<file path="config.mk">
export PLATFORM = sky130hd
export DESIGN_NAME = register_file_2r1w_flat
export DESIGN_NICKNAME = d
export VERILOG_FILES = /design/src/rtl/mips_pkg.sv /design/src/rtl/register_file_2r1w_if.sv /design/src/rtl/register_file_2r1w_mux_nx1.sv /design/src/rtl/register_file_2r1w.sv /design/src/flat_wrapper.sv
export SDC_FILE = /design/constraint.sdc
export NUM_CORES = 2
export LEC_CHECK = 0
export ABC_AREA = 1
export BUFFER_PORTS_ARGS = -buffer_cell sky130_fd_sc_hd__buf_2
export CAP_MARGIN = 20
export CORE_ASPECT_RATIO = 1.1
export CORE_MARGIN = 4
export CORE_UTILIZATION = 55
export CTS_CLUSTER_SIZE = 12
export DETAILED_ROUTE_END_ITERATION = 10
export HOLD_SLACK_MARGIN = 0.03
export PLACE_DENSITY = 0.75
export SKIP_CTS_REPAIR_TIMING = 1
export SLEW_MARGIN = 10
export SYNTH_ARGS = -nofsm -noshare
export SYNTH_HDL_FRONTEND = slang
export SYNTH_SLANG_ARGS = --single-unit
</file>
<file path="constraint.sdc">
create_clock -name clk -period 5.3 [get_ports clk]
set_clock_uncertainty 0.05 [all_clocks]
set_input_delay 1.06 -clock clk [delete_from_list [all_inputs] [get_ports clk]]
set_output_delay 1.06 -clock clk [all_outputs]
set_load 0.01 [all_outputs]
</file>
<file path="src/rtl/mips_pkg.sv">
// Shared MIPS constants and types for the register file and its neighbours.
package mips_pkg;
    localparam int MIPS_XLEN  = 32;
    localparam int MIPS_NREGS = 32;

    typedef logic [4:0] reg_addr_t;

    localparam reg_addr_t ZERO_IDX = 5'd0;
endpackage

</file>
<file path="src/rtl/register_file_2r1w_if.sv">
// Decode/write-back side bus of the register file: two read ports, one write port.
interface register_file_2r1w_if
    import mips_pkg::*;
#(
    parameter int WIDTH = MIPS_XLEN,
    parameter int DEPTH = MIPS_NREGS
);
    localparam int AW = $clog2(DEPTH);

    logic [AW-1:0]    ra;
    logic [AW-1:0]    rb;
    logic [WIDTH-1:0] qa;
    logic [WIDTH-1:0] qb;
    logic             we;
    logic [AW-1:0]    wa;
    logic [WIDTH-1:0] wd;

    modport master (output ra, rb, we, wa, wd, input qa, qb);
    modport slave  (input ra, rb, we, wa, wd, output qa, qb);
endinterface

</file>
<file path="src/rtl/register_file_2r1w_mux_nx1.sv">
// Parametrised N-to-1 word selector; one instance per register-file read port.
module mux_nx1 #(
    parameter int WIDTH = 32,
    parameter int N     = 32
) (
    input  logic [N-1:0][WIDTH-1:0] d,
    input  logic [$clog2(N)-1:0]    sel,
    output logic [WIDTH-1:0]        q
);
    assign q = d[sel];
endmodule

</file>
<file path="src/rtl/register_file_2r1w.sv">
// MIPS GPR file: DEPTH x WIDTH, two combinational reads, one synchronous write.
// Optional same-cycle write-to-read forwarding when REG_FILE_BYPASS_EN is defined.
module register_file_2r1w
    import mips_pkg::*;
#(
    parameter int WIDTH    = MIPS_XLEN,
    parameter int DEPTH    = MIPS_NREGS,
    parameter bit ZERO_REG = 1'b1
) (
    input  logic                 clk,
    input  logic                 reset,
    register_file_2r1w_if.slave  bus
);
    localparam int          AW     = $clog2(DEPTH);
    localparam logic [AW-1:0] ZERO_A = AW'(ZERO_IDX);

    logic [DEPTH-1:0][WIDTH-1:0] regs;
    logic [WIDTH-1:0]            qa_raw;
    logic [WIDTH-1:0]            qb_raw;
    logic [WIDTH-1:0]            qa;
    logic [WIDTH-1:0]            qb;
    logic                        wr_ok;

    // Writes to the hardwired zero register are dropped at the source.
    assign wr_ok = bus.we && !(ZERO_REG && bus.wa == ZERO_A);

    always_ff @(posedge clk) begin
        if (reset)
            regs <= '0;
        else if (wr_ok)
            regs[bus.wa] <= bus.wd;
    end

    mux_nx1 #(.WIDTH(WIDTH), .N(DEPTH)) u_mux_a (.d(regs), .sel(bus.ra), .q(qa_raw));
    mux_nx1 #(.WIDTH(WIDTH), .N(DEPTH)) u_mux_b (.d(regs), .sel(bus.rb), .q(qb_raw));

    // Zero-forcing is applied last so it also overrides any forwarded data.
    always_comb begin
        qa = qa_raw;
        qb = qb_raw;
`ifdef REG_FILE_BYPASS_EN
        if (bus.we && !reset && bus.wa == bus.ra) qa = bus.wd;
        if (bus.we && !reset && bus.wa == bus.rb) qb = bus.wd;
`endif
        if (ZERO_REG && bus.ra == ZERO_A) qa = '0;
        if (ZERO_REG && bus.rb == ZERO_A) qb = '0;
    end

    assign bus.qa = qa;
    assign bus.qb = qb;
endmodule

</file>
<file path="src/flat_wrapper.sv">
// flat-port wrapper written by rule: the top's interface ports become plain ports
module register_file_2r1w_flat import mips_pkg::*;
#(
    parameter int WIDTH    = MIPS_XLEN,
    parameter int DEPTH    = MIPS_NREGS,
    parameter bit ZERO_REG = 1'b1
)
  (clk, reset, bus_ra, bus_rb, bus_we, bus_wa, bus_wd, bus_qa, bus_qb);
  register_file_2r1w_if #(.WIDTH(WIDTH), .DEPTH(DEPTH)) bus_i ();
  input  logic clk;
  input  logic reset;
  input wire logic [$bits(bus_i.ra)-1:0] bus_ra;
  input wire logic [$bits(bus_i.rb)-1:0] bus_rb;
  input wire logic [$bits(bus_i.we)-1:0] bus_we;
  input wire logic [$bits(bus_i.wa)-1:0] bus_wa;
  input wire logic [$bits(bus_i.wd)-1:0] bus_wd;
  output wire logic [$bits(bus_i.qa)-1:0] bus_qa;
  output wire logic [$bits(bus_i.qb)-1:0] bus_qb;
  assign bus_i.ra = bus_ra;
  assign bus_i.rb = bus_rb;
  assign bus_i.we = bus_we;
  assign bus_i.wa = bus_wa;
  assign bus_i.wd = bus_wd;
  assign bus_qa = bus_i.qa;
  assign bus_qb = bus_i.qb;
  register_file_2r1w #(.WIDTH(WIDTH), .DEPTH(DEPTH), .ZERO_REG(ZERO_REG)) u_core (.clk(clk), .reset(reset), .bus(bus_i));
endmodule
</file>
==> flow_summary.ini <==
[outcome]
outcome = complete, but fails checks
violations = design-rule violations

[layout]
largest_reg_flops = 1024
final_core_util = 0.601
multiInputGateArea_um2 = 30700
nets = 8953
areaGrowthSynthToFinish_pct = 8.61
layout-drive-gt1-share = 0.0624
biggestRegsByFlops = u_core.regs (1024)
regArea_um2 = 20500
final_cell_mix = nor2_1 (2,479), nand2_1 (1,911), o21ai_0 (1,397), dfxtp_1 (1,024), nand3_1 (989)
final_common_cell = nor2_1
regMostFlops = u_core.regs
n_fill_cell = 9620

[placed_design]
gp_congestion = 0.964
hpwl_um = 137000
numPortBuffers = 113

[job]
drv_cap = 0

[global_routing]
grt_max_degree = 154
antenna_found_initial = 28
grt_pass1_wl_um = 359000
grt_usage = 0.435
globalRouteOverflowTotal = 0
grt_pass1_vias = 57900

[sta]
hold_viol = 0
max_freq_ghz = 0.203
finalSetupTns_ns = 0
relSlewSlack = 0.136
period_share = 0.928
slew_violations = 0
holdWs_ns = 0.394
rsz0062_at_grt = no
worst_pin_slew_ns = 1.29
setup_violations = 0
fin_crit_ns = 4.92

[setup_path]
worstSetupEndpointType = output port
crit_type = in -> out
endpoint = bus_qb[9]
required_ns = 4.19
critPathLaunchType = input port
timing.rr.end = u_core.regs[414]
arrival_ns = 3.81
cp-startpoint = bus_rb[0]
path_max_fanout = 58
r2r_slack_ns = 4.52
rr_startpoint = u_core.regs[414]
r2r_cells = 2

[clocking]
cts.sink_count = 1024
cts.reportedPaths.clkPinSlew_ns = 0.06
cts_htree_levels = 3
cts_buffers = 111
cts_root_buffer = clkbuf_16
clockBufferDepth = 3
cts_tree = built
clk_latency_ns = 0.72

[logic_synthesis]
synth_cell_types = 22
synthesis.nets = 9349
synth-xor-area-share = 0
yosysWarnings = 0
synth_fa_ha_area_frac = 0
syn_area_um2 = 55700
avgSynthCellArea_um2 = 5.99
synth_mux_area_frac = 0
seq_area_frac_synth = 0.368
synth_compound_area_frac = 0.162
synth_top_family_by_area = simple AND/OR/NAND/NOR gates
ys_ff_latch = 1024
synth_cells = 9299
synthSimpleGateAreaFrac = 0.388

[power]
vdd_drop_max_mv = 0.307
p_per_area_nw_per_um2 = 306
p_leak_uw = 0.0240
p_total_uw = 18500

[floorplanning]
dieArea_um2 = 106000
ios = 114
start_util = 0.553
rows = 122
die_y_um = 342
core_um2 = 101000
die_w_um = 311

[route]
vias = 65100
drt_iter0_markers = 11800
firstDrtPassIters = 11
wl_per_cell_um = 23.6
drc = 2
ant_nets = 0
viasPerCell = 6.30
wirelength_um = 244000

[min_path]
hold_path.class = reg -> reg
==> cells by family (layout without fill, tap and decap cells) <==
group	after synthesis	after routing
DFF	1024	1024
and+or+nand+nor	5408	5408
buffers and inverters	1085	780
other	0	25
AOI/OAI and AO/OA	1782	1782
==> how the worst min path moves through the flow <==
stage,from,end,cells after the start
final,u_core.regs[25],u_core.regs[25],2
after global routing,u_core.regs[27],u_core.regs[27],2
after CTS,u_core.regs[25],u_core.regs[25],2
after detailed placement,u_core.regs[25],u_core.regs[25],2
after global placement,u_core.regs[29],u_core.regs[29],2
after floorplan,u_core.regs[13],u_core.regs[13],2
==> area by class of cell <==
class / instances / area share
repair buffers: 323 / 0.0465
inverters: 253 / 0.0164
multi-input cells: 7190 / 0.508
clock buffers: 169 / 0.0552
diodes: 25 / 0.00103
flip-flops and latches: 1024 / 0.339
well taps: 1302 / 0.0269
clock inverters: 35 / 0.00685
==> routing by layer <==
layer	global-route usage	share of wire	vias to the layer above
met3	0.133	0.16	1350
met5	0	0.00016	-
met2	0.631	0.40	5449
met4	0.315	0.083	6
met1	0.548	0.35	29200
li1	-	-	29100
==> critical path, cell delays in order <==
cell,delay (ns)
buf_8,0.21
inv_8,0.43
buf_12,0.30
nand2_1,0.09
nand3_1,0.08
nand3_1,0.09
nand2_1,0.08
nand2_1,0.05
nand3_1,0.24
nand2_1,0.16
nor2_1,0.64
buf_2,0.26
==> cells in the mapped netlist <==
library cell,number,share of area
nand4_1,1,0.00011
buf_6,21,0.0042
nand2_2,4,0.00045
clkinv_1,2,0.00013
nand2_1,1920,0.13
nor3_1,1,0.000090
nor3_4,4,0.0012
o21ai_1,20,0.0018
clkbuf_1,543,0.037
o211ai_1,44,0.0059
a21oi_1,321,0.029
inv_2,26,0.0018
clkbuf_2,1,0.000090
dfxtp_1,1024,0.37
nor3_2,3,0.00054
nand3_1,990,0.089
buf_2,168,0.015
nor2_1,2485,0.17
inv_1,225,0.015
buf_4,22,0.0030
o21ai_0,1397,0.13
buf_1,77,0.0052
==> stage by stage <==
step | worst slack (ns) | std cells | area [um2]
2_1_floorplan | 1.90 | 9299 | 55700
3_3_place_gp | 0.602 | 10100 | 56600
3_5_place_dp | 0.625 | 10100 | 56600
4_1_cts | 0.610 | 10300 | 60400
5_1_grt | 0.420 | 10300 | 60400
6_report | 0.382 | 10300 | 60500
==> power by group <==
group / total, uW / internal [uW] / switching [uW]
Sequential: 7860 / 7790 / 69.4
Clock: 8150 / 4750 / 3400
Combinational: 2500 / 649 / 1850
No activity file was read; power rests on OpenSTA's default activity.
